[src/rtl/alu_pkg.sv]
// Shared ALU definitions: decoder control codes, multiply sequencer states and
// the operand magnitude helper.
package alu_pkg;

  localparam int XLEN = 32;

  // 5-bit ALU control codes, shared with the ALU decoder.
  localparam logic [4:0] ALU_AND  = 5'b00000;
  localparam logic [4:0] ALU_OR   = 5'b00001;
  localparam logic [4:0] ALU_XOR  = 5'b00010;
  localparam logic [4:0] ALU_ADD  = 5'b00011;
  localparam logic [4:0] ALU_SUB  = 5'b00100;
  localparam logic [4:0] ALU_SLT  = 5'b00101;
  localparam logic [4:0] ALU_SLL  = 5'b00110;
  localparam logic [4:0] ALU_SRL  = 5'b00111;
  localparam logic [4:0] ALU_SRA  = 5'b01000;
  localparam logic [4:0] ALU_MUL  = 5'b01001;
  localparam logic [4:0] ALU_MULH = 5'b01010;

  typedef enum logic [1:0] {IDLE, CALC, SIGN, DONE} mul_state_t;

  // Two's-complement magnitude; -2^31 maps onto 0x80000000 read as unsigned.
  function automatic logic [XLEN-1:0] abs_val(input logic [XLEN-1:0] v);
    return v[XLEN-1] ? -v : v;
  endfunction

endpackage

[src/rtl/mul_seq_if.sv]
// Execute-stage <-> multiply sequencer signals. The execute stage is the
// master; the sequencer is the slave.
interface mul_seq_if;
  import alu_pkg::*;

  logic            start;
  logic [4:0]      alucontrol;
  logic [XLEN-1:0] srca;
  logic [XLEN-1:0] srcb;
  logic            flush;
  logic            stall;
  logic            busy;
  logic            done;
  logic [XLEN-1:0] result;

  modport master (
    output start, alucontrol, srca, srcb, flush,
    input  stall, busy, done, result
  );

  modport slave (
    input  start, alucontrol, srca, srcb, flush,
    output stall, busy, done, result
  );

endinterface

[src/rtl/mul_step.sv]
// One radix-2 shift-add iteration on operand magnitudes.
module mul_step
  import alu_pkg::*;
(
  input  logic [2*XLEN-1:0] acc,
  input  logic [2*XLEN-1:0] mcand,
  input  logic [XLEN-1:0]   mplier,
  output logic [2*XLEN-1:0] acc_nxt,
  output logic [2*XLEN-1:0] mcand_nxt,
  output logic [XLEN-1:0]   mplier_nxt
);

  assign acc_nxt    = mplier[0] ? acc + mcand : acc;
  assign mcand_nxt  = mcand << 1;
  assign mplier_nxt = mplier >> 1;

endmodule

[src/rtl/mul_seq.sv]
// Multi-cycle mul/mulh sequencer beside the single-cycle ALU: holds the pipe
// for 34 cycles, then pulses done with the selected product half.
module mul_seq
  import alu_pkg::*;
(
  input  logic     clk,
  input  logic     reset,
  mul_seq_if.slave bus
);

  mul_state_t        state;
  logic [2*XLEN-1:0] acc;
  logic [2*XLEN-1:0] mcand;
  logic [XLEN-1:0]   mplier;
  logic [4:0]        count;
  logic              neg;
  logic              hi;
  logic              done_q;
  logic [XLEN-1:0]   result_q;

  logic [2*XLEN-1:0] acc_nxt;
  logic [2*XLEN-1:0] mcand_nxt;
  logic [XLEN-1:0]   mplier_nxt;
  logic [2*XLEN-1:0] acc_fix;
  logic              is_mul;
  logic              accept;

  mul_step u_step (
    .acc        (acc),
    .mcand      (mcand),
    .mplier     (mplier),
    .acc_nxt    (acc_nxt),
    .mcand_nxt  (mcand_nxt),
    .mplier_nxt (mplier_nxt)
  );

  // A flush in the accept cycle cancels the accept, so it must not stall.
  assign is_mul  = (bus.alucontrol == ALU_MUL) || (bus.alucontrol == ALU_MULH);
  assign accept  = (state == IDLE) && bus.start && is_mul && !bus.flush;
  assign acc_fix = neg ? -acc : acc;

  assign bus.stall  = accept || (state == CALC) || (state == SIGN);
  assign bus.busy   = (state != IDLE);
  assign bus.done   = done_q;
  assign bus.result = result_q;

  // NOTE: sequential state uses non-blocking assignments only, so every
  // register samples the values from before the edge regardless of order.
  always_ff @(posedge clk or posedge reset) begin
    if (reset) begin
      state    <= IDLE;
      acc      <= '0;
      mcand    <= '0;
      mplier   <= '0;
      count    <= '0;
      neg      <= 1'b0;
      hi       <= 1'b0;
      done_q   <= 1'b0;
      result_q <= '0;
    end else begin
      done_q <= 1'b0;
      if (bus.flush) begin
        state <= IDLE;
      end else begin
        case (state)
          IDLE: if (accept) begin
            mcand  <= {{XLEN{1'b0}}, abs_val(bus.srca)};
            mplier <= abs_val(bus.srcb);
            neg    <= bus.srca[XLEN-1] ^ bus.srcb[XLEN-1];
            hi     <= (bus.alucontrol == ALU_MULH);
            acc    <= '0;
            count  <= '0;
            state  <= CALC;
          end
          CALC: begin
            acc    <= acc_nxt;
            mcand  <= mcand_nxt;
            mplier <= mplier_nxt;
            count  <= count + 5'd1;
            // 32nd iteration: count wraps to 0 as we leave CALC.
            if (count == 5'd31) state <= SIGN;
          end
          SIGN: begin
            acc      <= acc_fix;
            result_q <= hi ? acc_fix[2*XLEN-1:XLEN] : acc_fix[XLEN-1:0];
            done_q   <= 1'b1;
            state    <= DONE;
          end
          DONE: state <= IDLE;
          default: state <= IDLE;
        endcase
      end
    end
  end

endmodule

[src/flat_wrapper.sv]
// flat-port wrapper written by rule: the top's interface ports become plain ports
module mul_seq_flat import alu_pkg::*;
  (clk, reset, bus_start, bus_alucontrol, bus_srca, bus_srcb, bus_flush, bus_stall, bus_busy, bus_done, bus_result);
  mul_seq_if bus_i ();
  input  logic clk;
  input  logic reset;
  input wire logic [$bits(bus_i.start)-1:0] bus_start;
  input wire logic [$bits(bus_i.alucontrol)-1:0] bus_alucontrol;
  input wire logic [$bits(bus_i.srca)-1:0] bus_srca;
  input wire logic [$bits(bus_i.srcb)-1:0] bus_srcb;
  input wire logic [$bits(bus_i.flush)-1:0] bus_flush;
  output wire logic [$bits(bus_i.stall)-1:0] bus_stall;
  output wire logic [$bits(bus_i.busy)-1:0] bus_busy;
  output wire logic [$bits(bus_i.done)-1:0] bus_done;
  output wire logic [$bits(bus_i.result)-1:0] bus_result;
  assign bus_i.start = bus_start;
  assign bus_i.alucontrol = bus_alucontrol;
  assign bus_i.srca = bus_srca;
  assign bus_i.srcb = bus_srcb;
  assign bus_i.flush = bus_flush;
  assign bus_stall = bus_i.stall;
  assign bus_busy = bus_i.busy;
  assign bus_done = bus_i.done;
  assign bus_result = bus_i.result;
  mul_seq u_core (.clk(clk), .reset(reset), .bus(bus_i));
endmodule
[config.mk]
export PLATFORM = sky130hd
export DESIGN_NAME = mul_seq_flat
export DESIGN_NICKNAME = d
export VERILOG_FILES = /design/src/rtl/alu_pkg.sv /design/src/rtl/mul_seq_if.sv /design/src/rtl/mul_step.sv /design/src/rtl/mul_seq.sv /design/src/flat_wrapper.sv
export SDC_FILE = /design/constraint.sdc
export NUM_CORES = 1
export LEC_CHECK = 0
export CAP_MARGIN = 20
export CORE_MARGIN = 5
export CORE_UTILIZATION = 25
export CTS_CLUSTER_SIZE = 8
export DETAILED_ROUTE_END_ITERATION = 12
export SLEW_MARGIN = 15
export SYNTH_ARGS = -nofsm -noshare
export SYNTH_HDL_FRONTEND = slang
export SYNTH_HIERARCHICAL = 1
export SYNTH_SLANG_ARGS = --single-unit
[constraint.sdc]
create_clock -name clk -period 8.99 [get_ports clk]
set_input_delay 2.697 -clock clk [delete_from_list [all_inputs] [get_ports clk]]
set_output_delay 2.697 -clock clk [all_outputs]
set_load 0.1 [all_outputs]
Word level (Yosys, flattened, before mapping)
Index checks and enable logic that the tools add are counted.
Word-level totals
  bits of input ports: 73
  flip-flop bits (word level): 202
  bits in read-only memories: 0
  latch bits: 0
  memories: 0
  logic and storage cells: 61
  bits in writable memories: 0
Cells by class
  reduce and logical (&&, ||, !) cells: 16
  div/mod/pow operators: 0
  bitwise logic cells: 2
  eq/ne operators: 10
  $mul: 0
  shifts and indexed selects: 0
  order comparisons: 0
  muxes and demuxes: 19
  $add $sub $neg: 5
Operator list (number)
  $mux 64: 4
  $pmux 64 s3: 1
  $mux 32: 4
  $pmux 64 s2: 1
  $add 64x64->64: 1
  $neg 32->32: 2
  $neg 64->64: 1
  $pmux 32 s2: 1
  $eq 5x4->1 const B: 2
  $pmux 5 s2: 1
  $pmux 2 s4: 1
  $mux 2: 3
  $reduce_and 3->1: 2
  $add 5x1->5 const B: 1
  $eq 5x5->1 const B: 1
  $mux 5: 1
  $eq 2x2->1 const B: 2
  $ne 2x1->1 const B: 2
  $reduce_and 2->1: 2
  $reduce_and 4->1: 1
  $reduce_bool 2->1: 2
  $logic_and 1x1->1: 3
  $logic_or 1x1->1: 3
  $ne 3x2->1 const B: 1
  other kinds (8): 9

Longest topological paths before layout
Gate-level depths: netlist of run 1.
  word-level depth: 7
  mapped depth: 16

Cells and area by module
The synthesis of run 1 kept the hierarchy.
By module, submodules not included
  mul_seq: instances 1, area each 12523.3 sq um, seq. area each 5054.8 sq um, cells each 1403
  mul_step: instances 1, area each 5128.7 sq um, seq. area each 0.0 sq um, cells each 717

Worst setup path before layout of run 1
No wires, ideal clock.
  path type: input port to output port
  from: in bus_alucontrol[2]
  to: out bus_stall
  arrival: 4.166 ns
  slack: 2.127 ns
  data required time: 6.293 ns
  cell stages on the path: 4
  cells stage by stage: nor3b_1 > nand3_1 > or3_1 > nand2_1
On the way
  word-level cells in the longest chain between the ends: 6
  elaborated cells between the ends (all ways): 7
RTL lines
  from (decl): RTL line flat_wrapper.sv:8  | input wire logic [$bits(bus_i.alucontrol)-1:0] bus_alucontrol;
  $eq 5x4->1: RTL line mul_seq.sv:38  | assign is_mul = (bus.alucontrol == ALU_MUL) || (bus.alucontrol == ALU_MULH);
  $logic_or 1x1->1 (*): RTL line mul_seq.sv:38
  $logic_and 1x1->1 (*) (2 in a row): RTL line mul_seq.sv:39  | assign accept = (state == IDLE) && bus.start && is_mul && !bus.flush;
  $logic_or 1x1->1 (*) (2 in a row): RTL line mul_seq.sv:42  | assign bus.stall = accept || (state == CALC) || (state == SIGN);
  to (decl): RTL line flat_wrapper.sv:12  | output wire logic [$bits(bus_i.stall)-1:0] bus_stall;
Every way passes the cells marked *; elsewhere a longest branch is shown, timed or not.

Worst setup path after layout of run 1
  from: in bus_alucontrol[3]
  to: out bus_stall
The elaborated chain is that of the path after synthesis.

==> results of run 1 <==
layout make-up:
class                      instances  area, sq um
timing repair buffer             124         1200
inverter                          41          161
multi-input combinational       1647        11200
tap                              940         1180
fill                            7530        50500
sequential                       202         5060
clock buffer                      34          744
clock inverter                     1         5.00
sequential cells by signal (all words and copies together) (netlist names):
name and cells:
u_core/acc 64, u_core/mcand 64, u_core/bus.result 32, u_core/mplier 32, u_core/count 5, u_core/state 2
u_core/bus.done 1, u_core/hi 1, u_core/neg 1
power by group through the flow:
| stage | Combinational (mW) | Clock, mW | Sequential [mW] |
|---|---|---|---|
| floorplan | 2.16 | 0 | 1.74 |
| finish | 3.38 | 0.975 | 1.38 |
| CTS | 3.32 | 0.995 | 1.38 |
| detailed placement | 3.31 | 0 | 1.40 |
| global placement | 3.29 | 0 | 1.39 |
| global route | 3.60 | 1.03 | 1.41 |
Yosys cell counts, types with 8 or more instances:
cell type and number:
inv_1 39, nor4_1 17, nor2b_1 13, or3_1 46
xor2_1 69, xnor2_1 94, o21a_1 8, nor3_1 45
or2_2 10, and3_1 22, o311ai_0 15, a21o_1 35
o211ai_1 21, dfrtp_1 202, o22ai_1 18, or4_1 19
nand2b_1 12, o21ai_1 9, nor2_1 113, a21oi_1 142
buf_4 98, clkbuf_1 117, a221o_1 18, nand3_1 52
mux2_2 57, o21bai_1 9, and2_1 10, nand4_1 23
a31oi_1 21, o41ai_1 21, a22oi_1 25, mux2i_1 48
o21ai_0 184, nand2_1 222, a22o_1 37, o31ai_1 29
buf_1 9, ha_1 72, o31a_1 11
tightest hold or removal path: cells and delay by family (launching register included):
family / cells / cell delay [ns]
flip-flops: 1 / 0.34
AND/OR/NAND/NOR: 1 / 0.04
AO/OA/AOI/OAI: 1 / 0.06
stage by stage:
| step | hold WS, ns | setup slack, ns | area, sq um |
|---|---|---|---|
| 6_report | 0.477 | 1.81 | 19600 |
| 5_1_grt | 0.505 | 1.73 | 19600 |
| 4_1_cts | 0.483 | 1.81 | 19600 |
| 3_5_place_dp | 0.471 | 1.83 | 18800 |
| 3_3_place_gp | 0.463 | 1.82 | 18800 |
| 2_1_floorplan | 0.451 | 0.782 | 17700 |
routing by layer:
metal,vias to the layer above,share of wire [%]
li1,7588,-
met1,7651,44
met2,564,46
met3,120,6.9
met4,0,3.2
met5,-,0
worst max path at each step:
stage | to | cells past startpoint
2_1_floorplan | u_core/acc[0]$_DFFE_PP0P_ | 1
3_3_place_gp | bus_stall | 6
3_5_place_dp | bus_stall | 6
4_1_cts | bus_stall | 6
5_1_grt | bus_stall | 6
6_report | bus_stall | 6
logic make-up (layout without fill, tap and decap cells):
| group | after synthesis | in the layout |
|---|---|---|
| AO/OA/AOI/OAI | 661 | 661 |
| adder cells (fa/ha/maj) | 73 | 73 |
| other | 1 | 2 |
| multiplexers | 107 | 107 |
| XOR/XNOR | 163 | 163 |
| flip-flops | 202 | 202 |
| buffers and inverters | 272 | 200 |
| AND/OR/NAND/NOR | 641 | 641 |
==> flow_summary.yaml, run 1 <==
run_status:
  outcome: "completed"
floorplanning:
  io_pins: 108
  coreArea_sq_um: 70000
  die_w_um: 276
  die_h_um: 276
  start_util_pct: 25.2
  rows: 97
  die-area_sq_um: 76000
clock_tree:
  clk_pin_slew_ns: 0.05
  cts.path.max_buffers: 3
  post_cts.repair.setup_buffers: 0
  cts-htree-levels: 1
  clk_latency_ns: 0.56
  cts_buffers: 29
  cts_root_buf: "clkbuf_16"
  cts_hold_buf: 0
  clock_sinks: 202
  postCtsResizedCells: 0
  cts_tree: "done"
critical_path:
  max_stage_delay_ns: 0.44
  start_kind: "input pin"
  cp_top_family: "simple AND/OR/NAND/NOR gates"
  reg2reg_depth: 14
  rr_startpoint: "u_core/acc[4]$_DFFE_PP0P_"
  crit_chain: "clkdlybuf4s50_1 -> nor3b_1 -> nand3_1 -> or3_1 -> nand2_1 -> buf_4"
  cp-end-kind: "output pin"
  worstPathRequired_ns: 6.29
  worstPathArrival_ns: 4.49
  crit_fanout: 5
  r2r_end: "u_core/acc[63]$_DFFE_PP0P_"
  crit_start: "bus_alucontrol[3]"
  slowest_stage: "clkdlybuf4s50_1"
  crit_type: "in2out"
  ff2ff_setup_slack_ns: 4.77
  path_buf_inv: 2
synth:
  synth_area_sq_um: 17700
  synth.area.top_cells: "dfrtp_1 29%, o21ai_0 5.2%, ha_1 5.1%"
  synth_top_area_share_pct: 28.6
  ys_seq_area_share_pct: 28.6
  synth_cell_types: 93
  avgSynthCellArea_sq_um: 8.33
  synth_simple_gate_area_share_pct: 18.4
  synth_top_family_by_area: "compound AO/OA/AOI/OAI gates"
  synth.mux.area_fraction_pct: 6.53
  synthCells: 2120
  async_flop_share_pct: 100
  yosys.area.top_type: "dfrtp_1"
  synth-xor-area-share_pct: 8.09
  yosys.area_share.adder_pct: 5.22
  synth-compound-area-share_pct: 25.2
  synthFlopType: "dfrtp_1"
  ys_seq_elements: 202
  synth_edf_count: 0
  synth_warnings: 6
pwr:
  power_density_nw_per_um2: 293
  p_leak_nw: 8.23
  pwr-share-clk_pct: 17.0
  comb_power_share_pct: 58.9
  switchingPower_mw: 2.95
  p_sw_share_pct: 51.4
  ir_worst_vdd_uv: 199
  pwr-share-seq_pct: 24.1
  total_power_mw: 5.74
  internal_power_mw: 2.79
cells_and_area:
  postLayoutCoreUtil_pct: 27.9
  diodes: 0
  final_layout_size_suffix_gt1_share_pct: 7.96
  final_cell_mix: "222 x nand2_1, 200 x dfrtp_1, 184 x o21ai_0, 142 x a21oi_1, 113 x nor2_1"
  final_common_cell: "nand2_1"
  finalNonFillerCells: 2989
  area_growth_pct: 10.8
  fin_nets: 2191
place:
  dp_hpwl_um: 42100
  gp_congestion: 0.942
  place_inst: 2954
  port_buffers: 107
global_routing:
  grt_util_met1_pct: 19.7
  grt-ovfl-total: 0
  antenna_found_initial: 0
  grt_max_degree: 99
  grt_use_total_pct: 14.4
  met3_usage_pct: 2.82
  global_route.usage.met2_pct: 23.3
  grt_pass1_wl_um: 88900
  grt_pass1_vias: 15100
  grt-busiest-layer: "met2"
detailed_routing:
  drt_iter0_drc: 1362
  drc: 0
  wl_um: 56900
  ant_nets: 0
  num_vias: 15900
  drt_pre_antenna_iters: 5
  viasPerCell: 5.33
  routedWlPerCell_um: 19.0
sta:
  rsz0062_at_grt: "false"
  tightestPinTransition_ns: 1.17
  max_freq_mhz: 139
  min_period_ns: 7.18
  setup_tns_ns: 0
  min_period_over_period_pct: 79.9
  setup_viol: 0
  slew_headroom_pct: 22.1
  fin_skew_ns: 0.0156
  final_hold_viol_count: 0
  drv_slew: 0
min_path:
  holdPathEnd: "u_core/mplier[13]$_DFFE_PP0P_"
  min_path_type: "reg2reg"
  whs_path_depth: 2
  hp-start: "u_core/mplier[13]$_DFFE_PP0P_"
run:
  max_cap_violations: 0
(Power assumes the default switching activity.)
==> run 2: changes to the inputs <==
clock period = 6.6 ns   (was 8.99 ns; I/O delays follow)
==> flow_summary.yaml, run 2 (same netlist as run 1, synthesis figures left out) <==
run_status:
  outcome: "completed"
clock_tree:
  cts_buffers: 29
  clk_pin_slew_ns: 0.05
  cts_hold_buf: 0
  cts-htree-levels: 1
  post_cts.repair.setup_buffers: 0
  cts_root_buf: "clkbuf_16"
  postCtsResizedCells: 0
  clk_latency_ns: 0.58
  cts_tree: "done"
  cts.path.max_buffers: 3
  clock_sinks: 202
min_path:
  whs_path_depth: 2
  hp-start: "u_core/mplier[31]$_DFFE_PP0P_"
  min_path_type: "reg2reg"
  holdPathEnd: "u_core/mplier[31]$_DFFE_PP0P_"
place:
  gp_congestion: 0.932
  place_inst: 2954
  dp_hpwl_um: 42100
  port_buffers: 107
sta:
  max_freq_mhz: 176
  final_hold_viol_count: 0
  min_period_over_period_pct: 86.3
  setup_tns_ns: 0
  rsz0062_at_grt: "false"
  slew_headroom_pct: 25.1
  tightestPinTransition_ns: 1.12
  fin_skew_ns: 0.0172
  setup_viol: 0
  drv_slew: 0
  min_period_ns: 5.70
cells_and_area:
  final_cell_mix: "222 x nand2_1, 200 x dfrtp_1, 184 x o21ai_0, 142 x a21oi_1, 113 x nor2_1"
  final_common_cell: "nand2_1"
  final_layout_size_suffix_gt1_share_pct: 8.11
  area_growth_pct: 11.1
  top_regs: "u_core/acc x64, u_core/mcand x64"
  fin_nets: 2192
  postLayoutCoreUtil_pct: 28.0
  diodes: 0
  finalNonFillerCells: 2988
global_routing:
  antenna_found_initial: 0
  grt-ovfl-total: 0
  grt_use_total_pct: 14.2
  grt_pass1_vias: 14800
  grt_pass1_wl_um: 87100
  grt_max_degree: 153
floorplanning:
  io_pins: 108
  die_h_um: 276
  start_util_pct: 25.2
  rows: 97
  coreArea_sq_um: 70000
  die-area_sq_um: 76000
  die_w_um: 276
critical_path:
  crit_fanout: 4
  ff2ff_setup_slack_ns: 2.35
  worstPathRequired_ns: 4.62
  reg2reg_depth: 14
  crit_type: "in2out"
  worstPathArrival_ns: 3.72
  cp-end-kind: "output pin"
  r2r_end: "u_core/acc[63]$_DFFE_PP0P_"
  rr_startpoint: "u_core/acc[4]$_DFFE_PP0P_"
  start_kind: "input pin"
detailed_routing:
  wl_um: 56500
  viasPerCell: 5.28
  drt_pre_antenna_iters: 7
  ant_nets: 0
  num_vias: 15800
  drt_iter0_drc: 1362
  routedWlPerCell_um: 18.9
  drc: 0
pwr:
  p_leak_nw: 8.25
  ir_worst_vdd_uv: 352
  power_density_nw_per_um2: 400
  total_power_mw: 7.84
run:
  max_cap_violations: 0
run 2: final cells by class:
| type | count | area, sq um |
|---|---|---|
| fill | 7551 | 50400 |
| clock buffer | 31 | 733 |
| tap | 940 | 1180 |
| clock inverter | 2 | 28.8 |
| inverter | 41 | 158 |
| sequential | 202 | 5060 |
| multi-input combinational | 1647 | 11200 |
| timing repair buffer | 125 | 1230 |
run 2: how the worst max path moves through the flow:
stage,from,to,depth (start not counted)
5_1_grt,bus_alucontrol[3],bus_stall,7
4_1_cts,bus_alucontrol[3],bus_stall,7
3_5_place_dp,bus_alucontrol[3],bus_stall,7
6_report,bus_alucontrol[3],bus_stall,7
3_3_place_gp,bus_alucontrol[3],bus_stall,7
2_1_floorplan,bus_alucontrol[2],bus_stall,4
run 2: report_power, final:
part	leakage (nW)	internal [mW]	switching, mW
registers	2.70	1.54	0.329
logic	5.18	1.49	3.12
clock network	0.374	0.775	0.572
run 2: metrics by stage:
step | hold WS, ns | area, sq um | worst slack (ns)
after floorplan | 0.451 | 17700 | 1.17
after global placement | 0.462 | 18800 | 0.896
after detailed placement | 0.471 | 18800 | 0.927
after CTS | 0.483 | 19600 | 0.907
after global routing | 0.496 | 19600 | 0.867
final | 0.477 | 19600 | 0.902
run 2: layer usage:
| metal | global-route usage [%] | up-vias | routed length [um] |
|---|---|---|---|
| li1 | - | 7609 | - |
| met1 | 19.4 | 7521 | 25300 |
| met2 | 22.6 | 515 | 25500 |
| met3 | 2.78 | 118 | 3560 |
| met4 | 4.80 | 0 | 2150 |
| met5 | 0 | - | 0 |
run 2: worst max-delay path, cell delays in order:
cell and delay [ns]:
clkdlybuf4s50_1 0.47, nor3b_1 0.27, buf_4 0.22, nand3_1 0.08, or3_1 0.37, nand2_1 0.13
buf_12 0.20
==> edit 1 (config.mk and constraints of run 1) <==
Reset style: synchronous (`reset`), changed in one clocked block.
--- a/src/rtl/mul_seq.sv
+++ b/src/rtl/mul_seq.sv
@@ -47,5 +47,5 @@
   // NOTE: sequential state uses non-blocking assignments only, so every
   // register samples the values from before the edge regardless of order.
-  always_ff @(posedge clk or posedge reset) begin
+  always_ff @(posedge clk) begin
     if (reset) begin
       state    <= IDLE;
Behaviour: differs if reset is asserted again (counterexample within 4 cycles, from zero or initial values and one cycle with reset high); with reset held inactive, the same outputs for 4 cycles.
==> edit 1 against run 1 <==
Area after synthesis increased by 0.20%. Final area increased by 0.25%. Largest cell class unchanged. Routed wire length increased by 17%. Global-route usage increased by 2.4 points. Worst setup slack got worse by 0.14 ns. Sequential cell count unchanged. First-iteration DRC count increased by 41%. Utilization about the same. Highest routed layer is now met5. Clock skew increased by 0.010 ns.
Power is not compared: it rests on default switching activity, and its combinational part moved more than twofold at a synthesized area within 25%.
==> edit 1: results <==
group,metric,value,unit
synthesis,synth_compound_gate_area_share,0.2740,
placement,dp.cells,3194,
global_routing,grt_pass1_wl,102.3,mm
timing,max_slew_margin,0.2370,
routing,dr.first_iter.drc_count,1926,
synthesis,synth_fa_ha_area_frac,0.05207,
global_routing,grt_max_degree,96,
routing,dr_wl_met3,6.257,mm
routing,drtPass1Iterations,6,
global_routing,grt_use_met3,0.03466,
clocking,insertion_delay,0.58,ns
worst_setup_path,r2r-end,"u_core/acc[62]",
worst_setup_path,slowest_stage,"nor4bb_1",
routing,routed_wl,66.76,mm
synthesis,synthArstFlopShare,0,
synthesis,synth-seq-area-share,0.2286,
placement,placed_area,18840,um^2
outcome,status,"finished clean",
synthesis,synth.area.mux_share,0.05447,
routing,route.met2.wl,27.98,mm
routing,top_layer_used,"met5",
worst_setup_path,rr_worst_depth,17,
worst_setup_path,critPathMaxStageDelay,0.63,ns
worst_setup_path,r2r_start,"u_core/mcand[0]",
worst_hold_path,min_to,"u_core/mplier[7]",
synthesis,yosysUniqueCellTypes,90,
synthesis,synth.area.top_cells,"dfxtp_1 (23%), a21oi_1 (5.8%), nand2_1 (5.2%)",
==> edit 1: cell count changes in the layout (fill, tap and decap cells not counted), moves of 23 or more <==
cell / before / now
dfrtp_1: 200 / 0
dfxtp_1: 0 / 200
nand4_1: 23 / 46
a21oi_1: 142 / 204
nand2_1: 222 / 247
nand3_1: 52 / 100
==> edit 1: metrics by stage <==
stage,utilization,hold slack [ns],worst slack (ns)
floorplan,-,0.4322,1.709
global placement,0.2685,0.4399,1.569
detailed placement,0.2685,0.4453,1.629
CTS,0.2794,0.4509,1.616
global route,0.2795,0.4759,1.470
finish,0.2795,0.4493,1.663
==> edit 1: cell type report <==
| type | count | area (um^2) |
|---|---|---|
| Fill cell | 7742 | 50540 |
| Multi-Input combinational cell | 1862 | 12090 |
| Sequential cell | 202 | 4046 |
| Timing Repair Buffer | 143 | 1353 |
| Tap cell | 940 | 1176 |
| Clock buffer | 34 | 754.5 |
| Inverter | 48 | 180.2 |
| Clock inverter | 1 | 8.758 |
==> edit 2 (settings of run 1) <==
Made on the original files. Set the package constant `XLEN` to 16 (it was 32).
--- a/src/rtl/alu_pkg.sv
+++ b/src/rtl/alu_pkg.sv
@@ -3,5 +3,5 @@
 package alu_pkg;
 
-  localparam int XLEN = 32;
+  localparam int XLEN = 16;
 
   // 5-bit ALU control codes, shared with the ALU decoder.
Ports: changed (resized bus_result, bus_srca and bus_srcb); port bits go from 108 to 60. The function was not compared with the original's and may differ.
==> edit 2 against run 1 <==
Register-to-register slack improved by 0.37 ns. Sequential cell count fell by 96. Clock skew decreased by 0.0072 ns. Largest cell class unchanged. Final area fell by 50%. Clock power fell by 58%. Total power shrank 60%. Routed wire length is 56% lower. Critical endpoint unchanged. Worst setup slack got worse by 0.10 ns. Area after synthesis is 50% lower. Worst hold slack better by 0.0094 ns. Count of clock-buffer cells in the layout is 25 lower. Final cell count decreased by 51%.
==> edit 2: results <==
group,metric,value,unit
final_layout,reg_top3,"u_core/acc x32, u_core/mcand x32",
placement,placed_area,9473,um^2
routing,met1_length,12.27,mm
global_routing,use_met1,0.1919,
timing,fin_skew,0.008435,ns
routing,wl_per_cell,17.10,um
clocking,cts_max_level,3,
global_routing,grt_max_degree,80,
clocking,clk_pin_slew_worst_paths,0.08,ns
routing,vias_per_cell,5.346,
global_routing,grt_use_met3,0.02185,
global_routing,use_met2,0.1868,
final_layout,fin_nets,1085,
synthesis,synth.area.top_cells,"dfrtp_1 (30%), ha_1 (5.6%), xnor2_1 (4.5%)",
routing,routed_wl,25.10,mm
global_routing,grt_pass1_wl,40.91,mm
worst_setup_path,crit_fanout,9,
global_routing,grt_util_all_layers,0.1267,
timing,tightestPinTransition,1.084,ns
outcome,status,"finished clean",
worst_setup_path,slowest_stage,"or4_1",
clocking,cts_max_path_buffers,2,
global_routing,first_global_vias,7374,
clocking,numCtsBuffers,9,
synthesis,yosysUniqueCellTypes,72,
final_layout,drive_above_1_share,0.06455,
power,ir_drop,0.0001459,V
routing,dr.first_iter.drc_count,687,
placement,gp_congestion,0.8893,
routing,dr_wl_met3,1.649,mm
synthesis,synth-seq-area-share,0.2989,
placement,dp.cells,1453,
synthesis,postSynthAreaPerCell,8.550,um^2
clocking,insertion_delay,0.36,ns
worst_setup_path,critPathMaxStageDelay,0.73,ns
[edit 2: path summary, 6_finish.rpt]
path / from / end / slack (ns) / cells after the start
worst max-delay path: bus_flush / bus_stall / 1.71 / 4
worst min-delay path: u_core/mplier[10] / u_core/mplier[10] / 0.49 / 2
worst max register to register: u_core/acc[4] / u_core/acc[31] / 5.14 / 10
worst min register to register: u_core/mplier[10] / u_core/mplier[10] / 0.49 / 2
max in group asynchronous: reset / u_core/bus.result[14] / 5.01 / 3
min in group asynchronous: reset / u_core/mcand[8] / 2.76 / 2
[edit 2: final cells by class]
cell class	count	area (um^2)
Timing Repair Buffer	67	648.1
Inverter	27	103.9
Multi-Input combinational cell	792	5492
Sequential cell	106	2653
Tap cell	461	576.8
Clock buffer	9	225.2
Fill cell	3753	25540
Clock inverter	6	73.82
[edit 2: cells by family (layout without fill, tap and decap cells)]
kind of cell | count (synthesis) | in the layout | synth area share
other | 1 | 2 | 0.0004225
multiplexers | 56 | 56 | 0.06697
AND/OR/NAND/NOR | 288 | 288 | 0.1623
adder cells (fa/ha/maj) | 41 | 41 | 0.05865
flip-flops | 106 | 106 | 0.2989
AO/OA/AOI/OAI | 332 | 332 | 0.2579
XOR/XNOR | 73 | 73 | 0.07204
buffers and inverters | 141 | 109 | 0.08290
[edit 2: report_power, final]
| part | total (uW) | internal (uW) | leakage (uW) | switching [uW] |
|---|---|---|---|---|
| registers | 688 | 586 | 0.00142 | 102 |
| clock network | 411 | 219 | 0.000147 | 192 |
| logic | 1170 | 401 | 0.00271 | 769 |
| total | 2270 | 1210 | 0.00428 | 1060 |
[edit 2: critical path, delay by kind of cell]
family | cells | cell delay [ns]
buffers and inverters | 2 | 0.94
and+or+nand+nor | 2 | 0.94
